### src/rtl/id_queue.sv
// id_queue -- instruction queue between fetch and execute, with decode at pop.
//
// Fetch pushes up to IN_W instructions per cycle into a DEPTH-entry FIFO.
// Each cycle the head entry is decoded and, when the output register is free
// or being consumed, loaded into the registered out_* bundle.
//
// Build option: define ID_TLB_INST_EN to accept COP0 tlbr/tlbwi/tlbp as legal.
//
// Ports:
//   clk, rst            clock, asynchronous active-high reset
//   flush               drop all queued and output-held instructions
//   in_valid[IN_W]      per-slot valid, contiguous from slot 0
//   in_pc               PC of slot 0 (slot i = in_pc + 4*i)
//   in_inst[32*IN_W]    instruction words, slot i at [32i+31:32i]
//   in_addr_error[IN_W] fetch address error per slot
//   in_ready            push accepted this cycle
//   out_valid/out_ready output handshake
//   out_pc, out_inst    held instruction
//   out_ex              {addr_error, reserved, 0, break, syscall, 0}
//   out_load/store/branch/eret/ds, out_regwen, out_wreg  decode results
module id_queue #(
    parameter int DEPTH = 4,
    parameter int IN_W  = 2
) (
    input  logic              clk,
    input  logic              rst,
    input  logic              flush,
    input  logic [IN_W-1:0]   in_valid,
    input  logic [31:0]       in_pc,
    input  logic [32*IN_W-1:0] in_inst,
    input  logic [IN_W-1:0]   in_addr_error,
    output logic              in_ready,
    output logic              out_valid,
    input  logic              out_ready,
    output logic [31:0]       out_pc,
    output logic [31:0]       out_inst,
    output logic [5:0]        out_ex,
    output logic              out_load,
    output logic              out_store,
    output logic              out_branch,
    output logic              out_eret,
    output logic              out_ds,
    output logic              out_regwen,
    output logic [4:0]        out_wreg
);
    localparam int PW = $clog2(DEPTH);
    localparam int CW = PW + 1;

    // FIFO storage (no reset needed: guarded by count)
    logic [31:0] r_pc_q   [DEPTH];
    logic [31:0] r_inst_q [DEPTH];
    logic        r_ae_q   [DEPTH];

    logic [PW-1:0] r_wptr, r_rptr;
    logic [CW-1:0] r_count;
    logic          r_ds_pend;

    logic          r_out_valid, r_load, r_store, r_branch, r_eret, r_ds, r_regwen;
    logic [31:0]   r_pc, r_inst;
    logic [5:0]    r_ex;
    logic [4:0]    r_wreg;

    logic [CW-1:0] w_npush;
    logic          w_push, w_pop;
    logic [31:0]   w_hi;
    logic          w_hae;

    always_comb begin
        w_npush = '0;
        for (int i = 0; i < IN_W; i++)
            if (in_valid[i]) w_npush = w_npush + CW'(1);
    end

    // Readiness looks only at the registered count so fetch never depends
    // combinationally on downstream out_ready.
    assign in_ready = !flush && (r_count <= CW'(DEPTH - IN_W));
    assign w_push   = in_ready && (|in_valid);
    assign w_pop    = (r_count != '0) && (!r_out_valid || out_ready);
    assign w_hi     = r_inst_q[r_rptr];
    assign w_hae    = r_ae_q[r_rptr];

    // ---------------- decode of the head entry ----------------
    logic       w_ri, w_ld, w_st, w_br, w_er, w_sc, w_bk, w_rw;
    logic [4:0] w_wr;
    logic [5:0] w_op, w_fn;
    logic [4:0] w_rs, w_rt, w_rd, w_sa;

    assign w_op = w_hi[31:26];
    assign w_rs = w_hi[25:21];
    assign w_rt = w_hi[20:16];
    assign w_rd = w_hi[15:11];
    assign w_sa = w_hi[10:6];
    assign w_fn = w_hi[5:0];

    always_comb begin
        w_ri = 1'b1; w_ld = 1'b0; w_st = 1'b0; w_br = 1'b0;
        w_er = 1'b0; w_sc = 1'b0; w_bk = 1'b0; w_rw = 1'b0; w_wr = 5'd0;
        case (w_op)
            6'h00: case (w_fn)
                6'h00, 6'h02, 6'h03:
                    if (w_rs == 5'd0) begin w_ri = 1'b0; w_rw = 1'b1; w_wr = w_rd; end
                6'h04, 6'h06, 6'h07, 6'h20, 6'h21, 6'h22, 6'h23,
                6'h24, 6'h25, 6'h26, 6'h27, 6'h2A, 6'h2B:
                    if (w_sa == 5'd0) begin w_ri = 1'b0; w_rw = 1'b1; w_wr = w_rd; end
                6'h08:
                    if (w_hi[20:6] == 15'd0) begin w_ri = 1'b0; w_br = 1'b1; end
                6'h09:
                    if (w_rt == 5'd0 && w_sa == 5'd0) begin
                        w_ri = 1'b0; w_br = 1'b1; w_rw = 1'b1; w_wr = w_rd;
                    end
                6'h0C: begin w_ri = 1'b0; w_sc = 1'b1; end
                6'h0D: begin w_ri = 1'b0; w_bk = 1'b1; end
                6'h10, 6'h12:
                    if (w_rs == 5'd0 && w_rt == 5'd0 && w_sa == 5'd0) begin
                        w_ri = 1'b0; w_rw = 1'b1; w_wr = w_rd;
                    end
                6'h11, 6'h13:
                    if (w_hi[20:6] == 15'd0) w_ri = 1'b0;
                6'h18, 6'h19, 6'h1A, 6'h1B:
                    if (w_hi[15:6] == 10'd0) w_ri = 1'b0;
                default: ;
            endcase
            6'h01: case (w_rt)
                5'h00, 5'h01: begin w_ri = 1'b0; w_br = 1'b1; end
                5'h10, 5'h11: begin w_ri = 1'b0; w_br = 1'b1; w_rw = 1'b1; w_wr = 5'd31; end
                default: ;
            endcase
            6'h02, 6'h04, 6'h05: begin w_ri = 1'b0; w_br = 1'b1; end
            6'h03: begin w_ri = 1'b0; w_br = 1'b1; w_rw = 1'b1; w_wr = 5'd31; end
            6'h06, 6'h07:
                if (w_rt == 5'd0) begin w_ri = 1'b0; w_br = 1'b1; end
            6'h08, 6'h09, 6'h0A, 6'h0B, 6'h0C, 6'h0D, 6'h0E:
                begin w_ri = 1'b0; w_rw = 1'b1; w_wr = w_rt; end
            6'h0F:
                if (w_rs == 5'd0) begin w_ri = 1'b0; w_rw = 1'b1; w_wr = w_rt; end
            6'h10: begin
                if (w_rs == 5'd0 && w_hi[10:3] == 8'd0) begin
                    w_ri = 1'b0; w_rw = 1'b1; w_wr = w_rt;          // mfc0
                end else if (w_rs == 5'd4 && w_hi[10:3] == 8'd0) begin
                    w_ri = 1'b0;                                     // mtc0
                end else if (w_hi[25] && w_hi[24:6] == 19'd0) begin
                    if (w_fn == 6'h18) begin w_ri = 1'b0; w_er = 1'b1; end
`ifdef ID_TLB_INST_EN
                    if (w_fn == 6'h01 || w_fn == 6'h02 || w_fn == 6'h08) w_ri = 1'b0;
`else
`endif
                end
            end
            6'h20, 6'h21, 6'h23, 6'h24, 6'h25:
                begin w_ri = 1'b0; w_ld = 1'b1; w_rw = 1'b1; w_wr = w_rt; end
            6'h28, 6'h29, 6'h2B: begin w_ri = 1'b0; w_st = 1'b1; end
            6'h2F: w_ri = 1'b0;
            default: ;
        endcase
    end

    // ---------------- storage write ----------------
    always_ff @(posedge clk) begin
        if (w_push && !rst) begin
            for (int i = 0; i < IN_W; i++) begin
                if (in_valid[i]) begin
                    r_pc_q[r_wptr + PW'(i)]   <= in_pc + 32'(4 * i);
                    r_inst_q[r_wptr + PW'(i)] <= in_inst[32*i +: 32];
                    r_ae_q[r_wptr + PW'(i)]   <= in_addr_error[i];
                end
            end
        end
    end

    // ---------------- control and output register ----------------
    always_ff @(posedge clk or posedge rst) begin
        if (rst) begin
            r_wptr <= '0; r_rptr <= '0; r_count <= '0; r_ds_pend <= 1'b0;
            r_out_valid <= 1'b0; r_pc <= '0; r_inst <= '0; r_ex <= '0;
            r_load <= 1'b0; r_store <= 1'b0; r_branch <= 1'b0; r_eret <= 1'b0;
            r_ds <= 1'b0; r_regwen <= 1'b0; r_wreg <= '0;
        end else if (flush) begin
            r_wptr <= '0; r_rptr <= '0; r_count <= '0;
            r_ds_pend <= 1'b0; r_out_valid <= 1'b0;
        end else begin
            if (w_push) r_wptr <= r_wptr + PW'(w_npush);
            if (w_pop)  r_rptr <= r_rptr + PW'(1);
            r_count <= r_count + (w_push ? w_npush : CW'(0)) - (w_pop ? CW'(1) : CW'(0));
            if (w_pop) begin
                r_out_valid <= 1'b1;
                r_pc        <= r_pc_q[r_rptr];
                r_inst      <= w_hi;
                r_ex        <= {w_hae, w_ri, 1'b0, w_bk, w_sc, 1'b0};
                r_load      <= w_ld;
                r_store     <= w_st;
                r_branch    <= w_br;
                r_eret      <= w_er;
                r_regwen    <= w_rw;
                r_wreg      <= w_wr;
                // delay slot: whatever pops right after a branch
                r_ds        <= r_ds_pend;
                r_ds_pend   <= w_br;
            end else if (out_ready) begin
                r_out_valid <= 1'b0;
            end
        end
    end

    assign out_valid  = r_out_valid;
    assign out_pc     = r_pc;
    assign out_inst   = r_inst;
    assign out_ex     = r_ex;
    assign out_load   = r_load;
    assign out_store  = r_store;
    assign out_branch = r_branch;
    assign out_eret   = r_eret;
    assign out_ds     = r_ds;
    assign out_regwen = r_regwen;
    assign out_wreg   = r_wreg;
endmodule

### config.mk
export PLATFORM = sky130hd
export DESIGN_NAME = id_queue
export DESIGN_NICKNAME = d
export VERILOG_FILES = /design/src/rtl/id_queue.sv
export SDC_FILE = /design/constraint.sdc
export NUM_CORES = 1
export LEC_CHECK = 0
export ABC_AREA = 0
export BUFFER_PORTS_ARGS = -buffer_cell sky130_fd_sc_hd__buf_2
export CAP_MARGIN = 25
export CORE_MARGIN = 2
export CORE_UTILIZATION = 35
export CTS_CLUSTER_DIAMETER = 30
export CTS_CLUSTER_SIZE = 40
export DETAILED_ROUTE_END_ITERATION = 10
export GPL_TIMING_DRIVEN = 0
export PLACE_DENSITY = 0.56
export SLEW_MARGIN = 20
export SYNTH_ARGS = -nofsm -noshare
export SYNTH_HDL_FRONTEND = slang
export SYNTH_SLANG_ARGS = --single-unit
### constraint.sdc
create_clock -name clk -period 6.4 [get_ports clk]
set_input_delay 0.64 -clock clk [delete_from_list [all_inputs] [get_ports clk]]
set_output_delay 0.64 -clock clk [all_outputs]
set_load 0.1 [all_outputs]
Word-level counts from Yosys, hierarchy flattened
Memory sizes are Yosys's and may differ from the RTL's. A register that Yosys moved wholly into a read port is not among the register bits.
Index checks and enable logic that the tools add are counted.

cells by class
  reductions and logical operators = 44
  divide/modulo/power cells = 0
  order comparisons = 1
  bitwise logic cells = 1
  add/subtract/negate cells = 7
  multipliers = 0
  eq/ne operators = 56
  shift operators = 0
  multiplexer cells = 67

operator list
  cell                                                             count
  6-bit == test, second input constant                             19
  6-bit by 4-bit == test with 1-bit output, second input constant  12
  6-bit by 5-bit == test with 1-bit output, second input constant  9
  1-bit 2-to-1 mux                                                 45
  6-bit by 3-bit == test with 1-bit output, second input constant  7
  5-bit 2-to-1 mux                                                 7
  32-bit by 3-bit adder with 32-bit output, second input constant  1
  5-bit case mux with 6 select lines                               1
  13-bit OR reduction                                              2
  6-bit by 2-bit == test with 1-bit output, second input constant  4
  5-bit case mux with 4 select lines                               1
  20-bit OR reduction                                              1
  19-bit zero test                                                 1
  15-bit zero test                                                 1
  5-bit zero test                                                  3
  6-bit zero test                                                  2
  12-bit OR reduction                                              1
  4-bit OR reduction                                               3
  5-bit == test, second input constant                             2
  1-bit logical AND                                                10
  10-bit zero test                                                 1
  2-bit OR reduction                                               5
  3-bit 2-to-1 mux                                                 3
  3-bit OR reduction                                               3
  other kinds (23)                                                 32

storage, ports and cells
  latch bits = 0
  RAM bits = 260
  flip-flop bits (word level) = 56
  output and inout bits = 83
  bits of input ports = 104
  bits in read-only memories = 0
  memories = 3

memories
  memory    depth  bits a word  read ports  clocked after Yosys merged registers in  wr ports  RTL line  RTL
  r_inst_q  4      32           1           0                                        2         51        logic [31:0] r_inst_q [DEPTH];
  r_pc_q    4      32           1           1                                        2         50        logic [31:0] r_pc_q [DEPTH];
  r_ae_q    4      1            1           1                                        2         52        logic r_ae_q [DEPTH];

Logic depth before layout (Yosys ltp)
Gate-level depths: netlist (run 1).
An unclocked memory read counts as a cell.

  depth in word-level cells = 8
  gate-level depth with buffers = 12
  gate-level depth less buffers = 11

Least setup slack after synthesis (run 1)
No wires, ideal clock.

  kind = input-to-reg
  start = in rst
  end = mem r_ae_q[3] (enable)
  stages = 3
  arrival time = 7704 ps
  setup slack = -1886 ps
  cells stage by stage = inv_1 -> nand2_1 -> nor3b_1

RTL lines
  what                RTL line  RTL
  start: declaration  26        input logic rst,
  end: declaration    52

==> results of run 1 <==
worst max-delay path: stages:
cell and delay (ns):
buf_2 0.09, clkbuf_1 0.27, inv_1 0.08, ha_1 0.19
a2111oi_2 0.62, and2_0 0.30, nand2_1 0.13, nor3b_1 0.24
clkbuf_1 0.69, clkbuf_1 0.59, nand2_1 0.14, xnor2_1 0.16
per-layer routing:
| layer | GRT usage [%] | routed length [um] | vias up |
|---|---|---|---|
| li1 | - | - | 6082 |
| met1 | 26.20 | 21370 | 6313 |
| met2 | 33.84 | 25220 | 554 |
| met3 | 5.857 | 4722 | 124 |
| met4 | 8.234 | 1569 | 16 |
| met5 | 0 | 110 | - |
where the power goes:
group	internal, mW	switching (mW)	total, mW
registers	2.77	0.189	2.96
logic	0.880	2.92	3.80
clock network	2.86	1.35	4.21
final timing paths:
path                            endpoint  slack, ns  depth (start not counted)
setup / recovery           r_pc_q[2][17]       2.59                         12
hold / removal                out_pc[31]       0.02                          2
setup reg to reg           r_pc_q[2][17]       2.76                          8
hold reg to reg               out_pc[15]       0.46                          2
max in group asynchronous      out_pc[1]       5.73                          3
min in group clk            r_pc_q[2][0]       0.25                          1
cell type report:
class                      count  area, um^2  area share, %
sequential                   348       10010          44.81
clock buffer                 114        2429          10.87
timing repair buffer         181        1235          5.529
multi-input combinational   1150        6843          30.64
clock inverter                44       446.7          2.000
inverter                      11       46.29         0.2073
tap                          664       830.8          3.719
antenna                        8       20.02        0.08963
buffer                       114       476.7          2.134
cell families after synthesis:
family          count (synthesis)  synth area share (%)
compound gates                 69                 2.955
xor+xnor                      119                 6.017
fa+ha+maj                       9                0.6790
buf+inv                       125                 2.991
flops                         348                 57.79
mux                            69                 8.690
other cells                     1               0.02165
simple gates                  882                 20.86
synth_stat cells, types with 5 or more instances:
library cell,n,share of area [%]
nor2b_1,5,0.18
nor3_1,11,0.32
o21ai_0,13,0.38
nand2b_1,8,0.29
nor3b_1,5,0.22
nand4_1,7,0.25
buf_1,18,0.39
a221oi_1,5,0.25
and2_1,7,0.25
clkbuf_1,78,1.7
ha_1,7,0.51
nand2_1,684,15
xnor2_1,59,3.0
nand3_1,21,0.61
xor2_1,60,3.0
dfrtp_1,88,13
mux4_2,65,8.5
buf_2,12,0.35
edfxtp_1,260,45
a21oi_1,11,0.32
a211oi_1,9,0.39
inv_1,9,0.20
and3_1,7,0.25
nor2_1,97,2.1
metrics by stage:
step	std cells	setup TNS, ns	hold WS (ns)	total power [mW]
finish	2634	0	0.02002	10.96
CTS	2626	0	0.01097	11.04
global route	2628	0	0.01941	11.37
floorplan	1623	0	0.4394	5.892
global placement	2445	-859.50	0.4540	6.733
detailed placement	2468	0	0.4571	6.804
state kept, by name, indices dropped and copies added, names as in the netlist, 2 cells and up:
name and cells:
out_inst 32, r_count 3, out_pc 32, r_inst_q 128, r_ae_q 4, out_ex 4, r_pc_q 128, out_wreg 5
r_rptr 2, r_wptr 2
==> results.ini, run 1 <==
[clock_tree]
clock_latency_ns=0.61
cts_htree_levels=3
clk_transition_reported_paths_ns=0.05
postCtsSetupRepairBufs=0
max-clock-path-buffers=3
ctsHoldBuffers=0
cts_tree=done
cts_inserted_buffers=84
cts_root_buf=clkbuf_16
clock_sinks=348
cts_resized=0

[detailed_routing]
drc=0
routedWlPerCell_um=20.12
route.final.wire_length_um=53000
dr.first_iter.drc_count=1070
dr_total_vias=13089
final_antenna_net_count=0
drt_pre_antenna_iters=6
via_per_inst=4.969

[place]
io_buf_count=158
dpl_cell_area_um2=19440
dp_hpwl_um=37190
pre_cts_ws_ns=1.982
place.gp.congestion=0.8460

[worst_setup_path]
worstPathArrival_ns=4.15
cp.required_ns=6.74
timing.critical_path.fanout_max=10
timing.critical_path.from_type=primary input
critical_path_class=in -> reg
cp-startpoint=in_valid[1]
worst_setup_path_end_kind=flop
launching_point_of_the_worst_reg2reg_path=r_count[1]

[finish]
stdcell_area_um2=22340
final_nets=2002
layout.cells.most_common_list=nand2_1, edfxtp_1, buf_2, nor2_1, clkbuf_1
most_common_library_cell_in_the_layout_ignoring_fill_and_taps=nand2_1
filler_cell_count=4531
finalCoreUtilization_pct=45.73
syn2layout_area_growth_pct=28.96
post_route_cells_drive_above_1_share_pct=21.71

[global_route]
grtUsageTotal_pct=20.79
first_global_vias=13124
initial_antenna_violation_count=15
grt_total_ovfl=0
maximum_number_of_pins_on_one_net_before_global_route_repair=63
global_route_wire_length_before_repair_um=78230

[logic_synthesis]
synthesis.yosys.warnings=0
async_sr_flop_fraction_pct=25.29
synth_edf_count=260
number_of_cells_produced_by_synthesis=1622
synthDistinctLibCells=74
postSynthRegisterBits=348
sequential_area_share_after_synthesis_pct=57.79
ys.flop_type=edfxtp_1
syn-mean-instance-area_um2=10.68
synth_cell_area_um2=17320

[sta]
post-route-worst-setup-slack_ns=2.589
final-setup-viol-count=0
maxSlewHeadroom_pct=41.23
timing.clock.skew_ns=0.02195
max_clock_freq_mhz=262.4
grt_setup_unrepaired=false
layout_worst_path_cycle_share_pct=59.55
worstMarginPinSlew_ns=0.8816
hold_viol_final=0
drv_slew=0
final_period_minus_worst_setup_slack_ns=3.811

[run]
drv_cap=0

[pwr]
max-vdd-ir-drop_uv=432.3
p_leak_nw=9.061
powerDensity_nw_per_um2=490.8

[floorplan]
dieHeight_um=226.5
die_footprint_um2=51280
die_width_um=226.5
pin_count=187
fp.coreArea_um2=48850
floorplan.initialDensity_pct=35.46
fp-row-count=81

[run_status]
outcome=completed

[hold_path]
worstHoldPathType=in -> async

Power figures use the tool's default switching activity.
==> run 2: changes to the inputs <==
==> constraint.sdc (replaced) <==
create_clock -name clk -period 3.05 [get_ports clk]
set_input_delay 0.305 -clock clk [delete_from_list [all_inputs] [get_ports clk]]
set_output_delay 0.305 -clock clk [all_outputs]
set_load 0.1 [all_outputs]
==> run 2 against run 1 <==
Against the previous run:
- sequential power grew 110%
- utilization grew 0.94 points
- die area is the same
- sequential cell count is the same
- clock skew grew 0.0088 ns
- final cell count grew 0.91%
- sequential share of layout area shrank 0.90 points
- largest cell class unchanged
- largest power group unchanged
- highest routed layer unchanged
==> results.ini, run 2 (synthesis results as in run 1) <==
[run_status]
outcome=completed

[sta]
maxSlewHeadroom_pct=40.91  ; -0.32 points
grt_setup_unrepaired=false
hold_viol_final=0  ; unchanged
final_period_minus_worst_setup_slack_ns=2.946
drv_slew=0  ; unchanged
max_clock_freq_mhz=339.4
layout_worst_path_cycle_share_pct=96.60
final-setup-viol-count=0  ; unchanged
timing.clock.skew_ns=0.03074  ; +0.008794 ns
post-route-worst-setup-slack_ns=0.1036  ; -2.485 ns
worstMarginPinSlew_ns=0.8863  ; +0.004727 ns

[worst_setup_path]
launching_point_of_the_worst_reg2reg_path=r_rptr[0]
crit_path_max_incr_delay_ns=0.68  ; about the same
crit_slowest_cell=mux4_2
timing.rr.end=out_wreg[3]
critical_path_class=reg -> reg
reg2regPathDepth=10  ; +2
cp-startpoint=r_rptr[0]
crit_chain=buf_6 > buf_12 > buf_16 > mux4_2 > nor3_4 > nor3b_1 > o2bb2ai_1 > a32o_2 > nand3_1 > a211oi_1
worst_setup_path_end_kind=flop
ff2ff_setup_slack_ns=0.10  ; -2.66 ns
cp.required_ns=3.54  ; -3.20 ns
timing.critical_path.fanout_max=10  ; unchanged
timing.critical_path.from_type=flop
worstPathArrival_ns=3.43  ; -0.72 ns

[pwr]
powerDensity_nw_per_um2=1041  ; +110%
p_leak_nw=9.252  ; +2.1%
power.share.switching_pct=39.96  ; -0.71 points
clockPowerShare_pct=39.2  ; +0.8 points
max-vdd-ir-drop_uv=746.6  ; +73%
pwr-share-comb_pct=34.5  ; about the same
seq_power_share_pct=26.2  ; -0.8 points
p_int_mw=14.24  ; +120%
finalPower_mw=23.72  ; +120%
p_switching_mw=9.478  ; +110%

[place]
place.gp.congestion=0.8568  ; +1.3%
io_buf_count=158  ; unchanged
dp_hpwl_um=37170  ; about the same
pre_cts_ws_ns=-1.025  ; -3.007 ns
dpl_cell_area_um2=19420  ; about the same

[floorplan]
die_width_um=226.5  ; unchanged
die_footprint_um2=51280  ; unchanged
fp.coreArea_um2=48850  ; unchanged
dieHeight_um=226.5  ; unchanged
pin_count=187  ; unchanged
floorplan.initialDensity_pct=35.46  ; unchanged
fp-row-count=81  ; unchanged

[detailed_routing]
routedWlPerCell_um=20.11  ; about the same
drc=0  ; unchanged
via_per_inst=5.042  ; +1.5%
route.final.wire_length_um=53440  ; +0.84%
drt_pre_antenna_iters=6  ; unchanged
dr_total_vias=13402  ; +2.4%
final_antenna_net_count=0  ; unchanged
dr.first_iter.drc_count=1153  ; +7.8%

[hold_path]
worstHoldStart=in_inst[31]
worstHoldEndpoint=r_inst_q[3][31]
hold-path-cell-count=3
worstHoldPathType=in -> reg

[global_route]
global_route_wire_length_before_repair_um=79200  ; +1.2%
grt_total_ovfl=0  ; unchanged
first_global_vias=13365  ; +1.8%
grtUsageTotal_pct=20.91  ; +0.12 points
initial_antenna_violation_count=13  ; -2
maximum_number_of_pins_on_one_net_before_global_route_repair=30  ; -52%

[clock_tree]
cts_inserted_buffers=85  ; +1.2%
cts_root_buf=clkbuf_16
clock_sinks=348  ; unchanged
cts_htree_levels=3  ; unchanged
clk_transition_reported_paths_ns=0.05  ; about the same
max-clock-path-buffers=3  ; unchanged
cts_tree=done
clock_latency_ns=0.60  ; about the same

[finish]
finalCoreUtilization_pct=46.67  ; +0.94 points
final_nets=2029  ; +1.3%
filler_cell_count=4488  ; -0.95%
layout.cells.most_common_list=nand2_1, edfxtp_1, buf_2, nor2_1
largest_registers=r_inst_q x128, r_pc_q x128
post_route_cells_drive_above_1_share_pct=23.48  ; +1.8 points
syn2layout_area_growth_pct=31.61
most_common_library_cell_in_the_layout_ignoring_fill_and_taps=nand2_1
stdcell_area_um2=22800  ; +2.1%

[run]
drv_cap=0  ; unchanged

-- run 2: cell types whose count changed in the layout (fill, tap and decap cells not counted), sizes merged, moves of 7 or more --
cell,change
clkinv,-7
clkinvlp,+13
buf,+15
clkbuf,-13
dlygate4sd3,+12
bufinv,+8
-- run 2: routing by layer --
layer / wire (um) / vias up / global-route usage, % / part of all wire [%]
li1: - / 6134 / - / -
met1: 21260 / 6505 / 26.17 / 40
met2: 25560 / 609 / 34.11 / 48
met3: 4898 / 138 / 6.181 / 9.2
met4: 1633 / 16 / 8.043 / 3.1
met5: 96 / - / 0 / 0.18
-- run 2: critical path: cells and delay by family, from the launching register on --
family | cells | cell delay, ns
AO/OA/AOI/OAI | 3 | 0.67
buffers and inverters | 3 | 0.50
flip-flops | 1 | 0.33
AND/OR/NAND/NOR | 3 | 0.63
multiplexers | 1 | 0.68
-- run 2: worst max-delay path by stage --
| stage | to | slack [ns] | cells after the start |
|---|---|---|---|
| global placement | r_inst_q[3][23] | -3.31 | 4 |
| finish | out_wreg[3] | 0.10 | 10 |
| global route | out_wreg[0] | 0.003 | 10 |
| detailed placement | r_pc_q[2][18] | -1.02 | 12 |
| floorplan | r_ae_q[3] | -0.90 | 3 |
| CTS | out_ex[4] | 0.02 | 10 |
-- run 2: metrics by stage --
| stage | setup TNS (ns) | hold slack [ns] | instances |
|---|---|---|---|
| 6_report | 0 | 0.03671 | 2658 |
| 5_1_grt | 0 | 0.02084 | 2656 |
| 4_1_cts | 0 | 0.001569 | 2639 |
| 3_5_place_dp | -190.39 | 0.3104 | 2468 |
| 3_3_place_gp | -1028.00 | 0.4542 | 2445 |
| 2_1_floorplan | -142.32 | 0.4039 | 1623 |
-- run 2: final cells by class --
type	count	area (um^2)	area share [%]
repair buffers	207	1450	6.361
inverters	11	45.04	0.1976
well taps	664	830.8	3.645
clock buffers	102	2293	10.06
flip-flops and latches	348	10010	43.92
plain buffers	114	545.5	2.393
multi-input cells	1150	6908	30.30
diodes	5	12.51	0.05489
clock inverters	57	699.4	3.068
-- run 2: power by group through the flow --
stage / logic, mW / registers [mW] / clock network [mW]
after detailed placement: 7.99 / 6.29 / 0
after global placement: 7.85 / 6.29 / 0
after floorplan: 2.87 / 9.50 / 0
after CTS: 8.09 / 6.22 / 9.42
final: 8.20 / 6.22 / 9.30
after global routing: 8.66 / 6.29 / 9.66
-- run 2: repair_timing --
| item | in CTS | in global routing |
|---|---|---|
| hold endpoints to repair | 89 | 0 |
| resized for setup | 17 | 20 |
| cloned | 0 | 0 |
| setup endpoints to repair | 146 | 44 |
| pin swaps | 0 | 5 |
| hold buffers | 12 | 0 |
| setup buffers | 0 | 14 |
==> run 3: changes to the inputs <==
--- a/config.mk
+++ b/config.mk
@@ -8,6 +8,7 @@
 export ABC_AREA = 0
 export BUFFER_PORTS_ARGS = -buffer_cell sky130_fd_sc_hd__buf_2
 export CAP_MARGIN = 25
+export CORE_ASPECT_RATIO = 0.75
 export CORE_MARGIN = 2
 export CORE_UTILIZATION = 35
 export CTS_CLUSTER_DIAMETER = 30
==> run 3 against run 2 <==
Against the previous run:
- sequential power is essentially flat
- non-clock buffer count grew 12
- critical path depth shrank 1
- combinational power is essentially flat
- final area grew 0.15%
- first-iteration DRC count grew 20%
- largest cell class unchanged
- final cell count shrank 0.23%
- global-route usage grew 0.79 points
- clock skew shrank 0.011 ns
==> results.ini, run 3 (synthesis results as in run 1) <==
[sta]
drv_slew=0  ; unchanged
sum_neg_setup_slack_ns=0  ; unchanged
timing.clock.skew_ns=0.01925  ; -0.01150 ns
final-setup-viol-count=0  ; unchanged
worstMarginPinSlew_ns=0.8461  ; -0.04022 ns
maxSlewHeadroom_pct=43.59  ; +2.7 points
hold_viol_final=0  ; unchanged
final_period_minus_worst_setup_slack_ns=2.985  ; +0.03879 ns
max_clock_freq_mhz=335.0  ; -1.3%
layout_worst_path_cycle_share_pct=97.87  ; +1.3 points

[finish]
filler_cell_count=4399  ; -2.0%
most_common_library_cell_in_the_layout_ignoring_fill_and_taps=nand2_1
layout.cells.most_common_list=nand2_1, edfxtp_1, buf_2, nor2_1, dfrtp_1
multiInputGateArea_um2=6892  ; -0.24%
syn2layout_area_growth_pct=31.81
largest_registers=r_inst_q x128, r_pc_q x128
stdcell_area_um2=22830  ; +0.15%
finalCoreUtilization_pct=46.80  ; +0.13 points
final-seq-area_um2=10010  ; about the same
final_nets=2040  ; +0.54%
post_route_cells_drive_above_1_share_pct=23.10  ; -0.38 points

[worst_setup_path]
crit_chain=buf_12 > buf_12 > mux4_2 > nor3_4 > and2_1 > nor2_1 > nor3_1 > a31oi_1 > a211oi_1
timing.critical_path.from_type=flop
critical_path.most_common_cell=buf_12
timing.critical_path.fanout_max=10  ; unchanged
crit_slowest_cell=mux4_2
crit_path_max_incr_delay_ns=0.58  ; -0.10 ns
worst_setup_path_end_kind=flop
critical_path_class=reg -> reg
worstPathArrival_ns=3.48  ; +0.05 ns
cp.required_ns=3.54  ; about the same

[global_route]
grtUsageTotal_pct=21.70  ; +0.79 points
maximum_number_of_pins_on_one_net_before_global_route_repair=30  ; unchanged
grt_total_ovfl=0  ; unchanged
first_global_vias=13433  ; +0.51%
initial_antenna_violation_count=7  ; -6
global_route_wire_length_before_repair_um=82900  ; +4.7%

[detailed_routing]
dr_total_vias=13465  ; +0.47%
via_per_inst=5.077  ; +0.70%
routedWlPerCell_um=20.81  ; +3.5%
final_antenna_net_count=0  ; unchanged
dr.first_iter.drc_count=1385  ; +20%
route.final.wire_length_um=55200  ; +3.3%
drc=0  ; unchanged
drt_pre_antenna_iters=5  ; -1

[hold_path]
worstHoldPathType=in -> reg

[place]
io_buf_count=158  ; unchanged
dpl_cell_area_um2=19410  ; about the same
dp_hpwl_um=38210  ; +2.8%
place.gp.congestion=0.8835  ; +3.1%

[pwr]
seq_power_share_pct=26.4  ; +0.2 points
power.share.switching_pct=40.73  ; +0.77 points
p_int_mw=13.98  ; -1.8%
p_leak_nw=9.257  ; about the same
clockPowerShare_pct=39.0  ; -0.2 points
max-vdd-ir-drop_uv=541.5  ; -27%
powerDensity_nw_per_um2=1033  ; -0.70%
p_switching_mw=9.608  ; +1.4%
pwr-share-comb_pct=34.7  ; +0.2 points

[clock_tree]
cts_tree=done
cts_inserted_buffers=84  ; -1.2%
cts_htree_levels=3  ; unchanged
max-clock-path-buffers=3  ; unchanged
cts_root_buf=clkbuf_16
clock_sinks=348  ; unchanged
clock_latency_ns=0.60  ; about the same
clk_transition_reported_paths_ns=0.04  ; about the same

[floorplan]
pin_count=187  ; unchanged
floorplan.initialDensity_pct=35.50  ; +0.047 points
die_footprint_um2=51300  ; about the same
fp-row-count=70  ; -14%
dieHeight_um=196.7  ; -13%
die_width_um=260.9  ; +15%
fp.coreArea_um2=48780  ; -0.13%

[run]
drv_cap=0  ; unchanged

[run_status]
outcome=completed

==> run 3: cell type report <==
cell class,instances,share of cell area [%]
multi-input combinational,1150,30.19
antenna,4,0.04385
clock inverter,59,2.998
tap,648,3.551
sequential,348,43.85
timing repair buffer,220,7.021
inverter,11,0.1973
clock buffer,99,9.865
buffer,113,2.291
==> run 3: stage by stage <==
stage | total power, mW | hold WS (ns) | setup slack, ns | cells
final | 23.59 | 0.02500 | 0.06482 | 2652
after global routing | 24.50 | 0.004768 | -0.006978 | 2649
after CTS | 23.63 | 0.000009659 | 0.02805 | 2644
after detailed placement | 14.31 | 0.3410 | -1.078 | 2450
after global placement | 14.19 | 0.4456 | -3.413 | 2429
after floorplan | 12.37 | 0.4039 | -0.9018 | 1623
==> run 3: path summary, 6_finish.rpt <==
path | start | to | slack (ns) | depth (start not counted)
max in group asynchronous | rst | out_inst[24] | 2.02 | 5
worst max register to register | r_rptr[0] | r_ds_pend | 0.06 | 9
worst max-delay path | r_rptr[0] | r_ds_pend | 0.06 | 9
worst min-delay path | in_inst[51] | r_inst_q[3][19] | 0.02 | 3
min in group asynchronous | rst | out_pc[15] | 0.28 | 3
worst min register to register | out_inst[20] | out_inst[20] | 0.47 | 2
==> run 3: critical path, delay by kind of cell, from the launching register on <==
family	cells	cell delay, ns
AND/OR/NAND/NOR	4	1.18
buffers and inverters	2	0.31
flip-flops	1	0.38
multiplexers	1	0.58
AO/OA/AOI/OAI	2	0.43
==> run 3: timing repair <==
item	in CTS	in global routing
hold endpoints to repair	56	0
hold buffers	29	0
endpoints found under the setup margin	255	26
buffers inserted	8	4
resized for setup	15	15
pin swaps	2	3
==> run 3: routing by layer <==
layer  vias to the layer above  wire, um  track usage, %
met3                        87      5266           6.764
met4                        10       928           5.672
li1                       6164         -               -
met1                      6611     24590           30.36
met5                         -        70               0
met2                       593     24340           32.67
==> run 3: power by group through the flow <==
| stage | registers, mW | logic [mW] | clock network [mW] |
|---|---|---|---|
| 2_1_floorplan | 9.50 | 2.87 | 0 |
| 3_3_place_gp | 6.27 | 7.91 | 0 |
| 3_5_place_dp | 6.28 | 8.03 | 0 |
| 4_1_cts | 6.21 | 8.13 | 9.29 |
| 5_1_grt | 6.28 | 8.65 | 9.57 |
| 6_report | 6.22 | 8.18 | 9.19 |
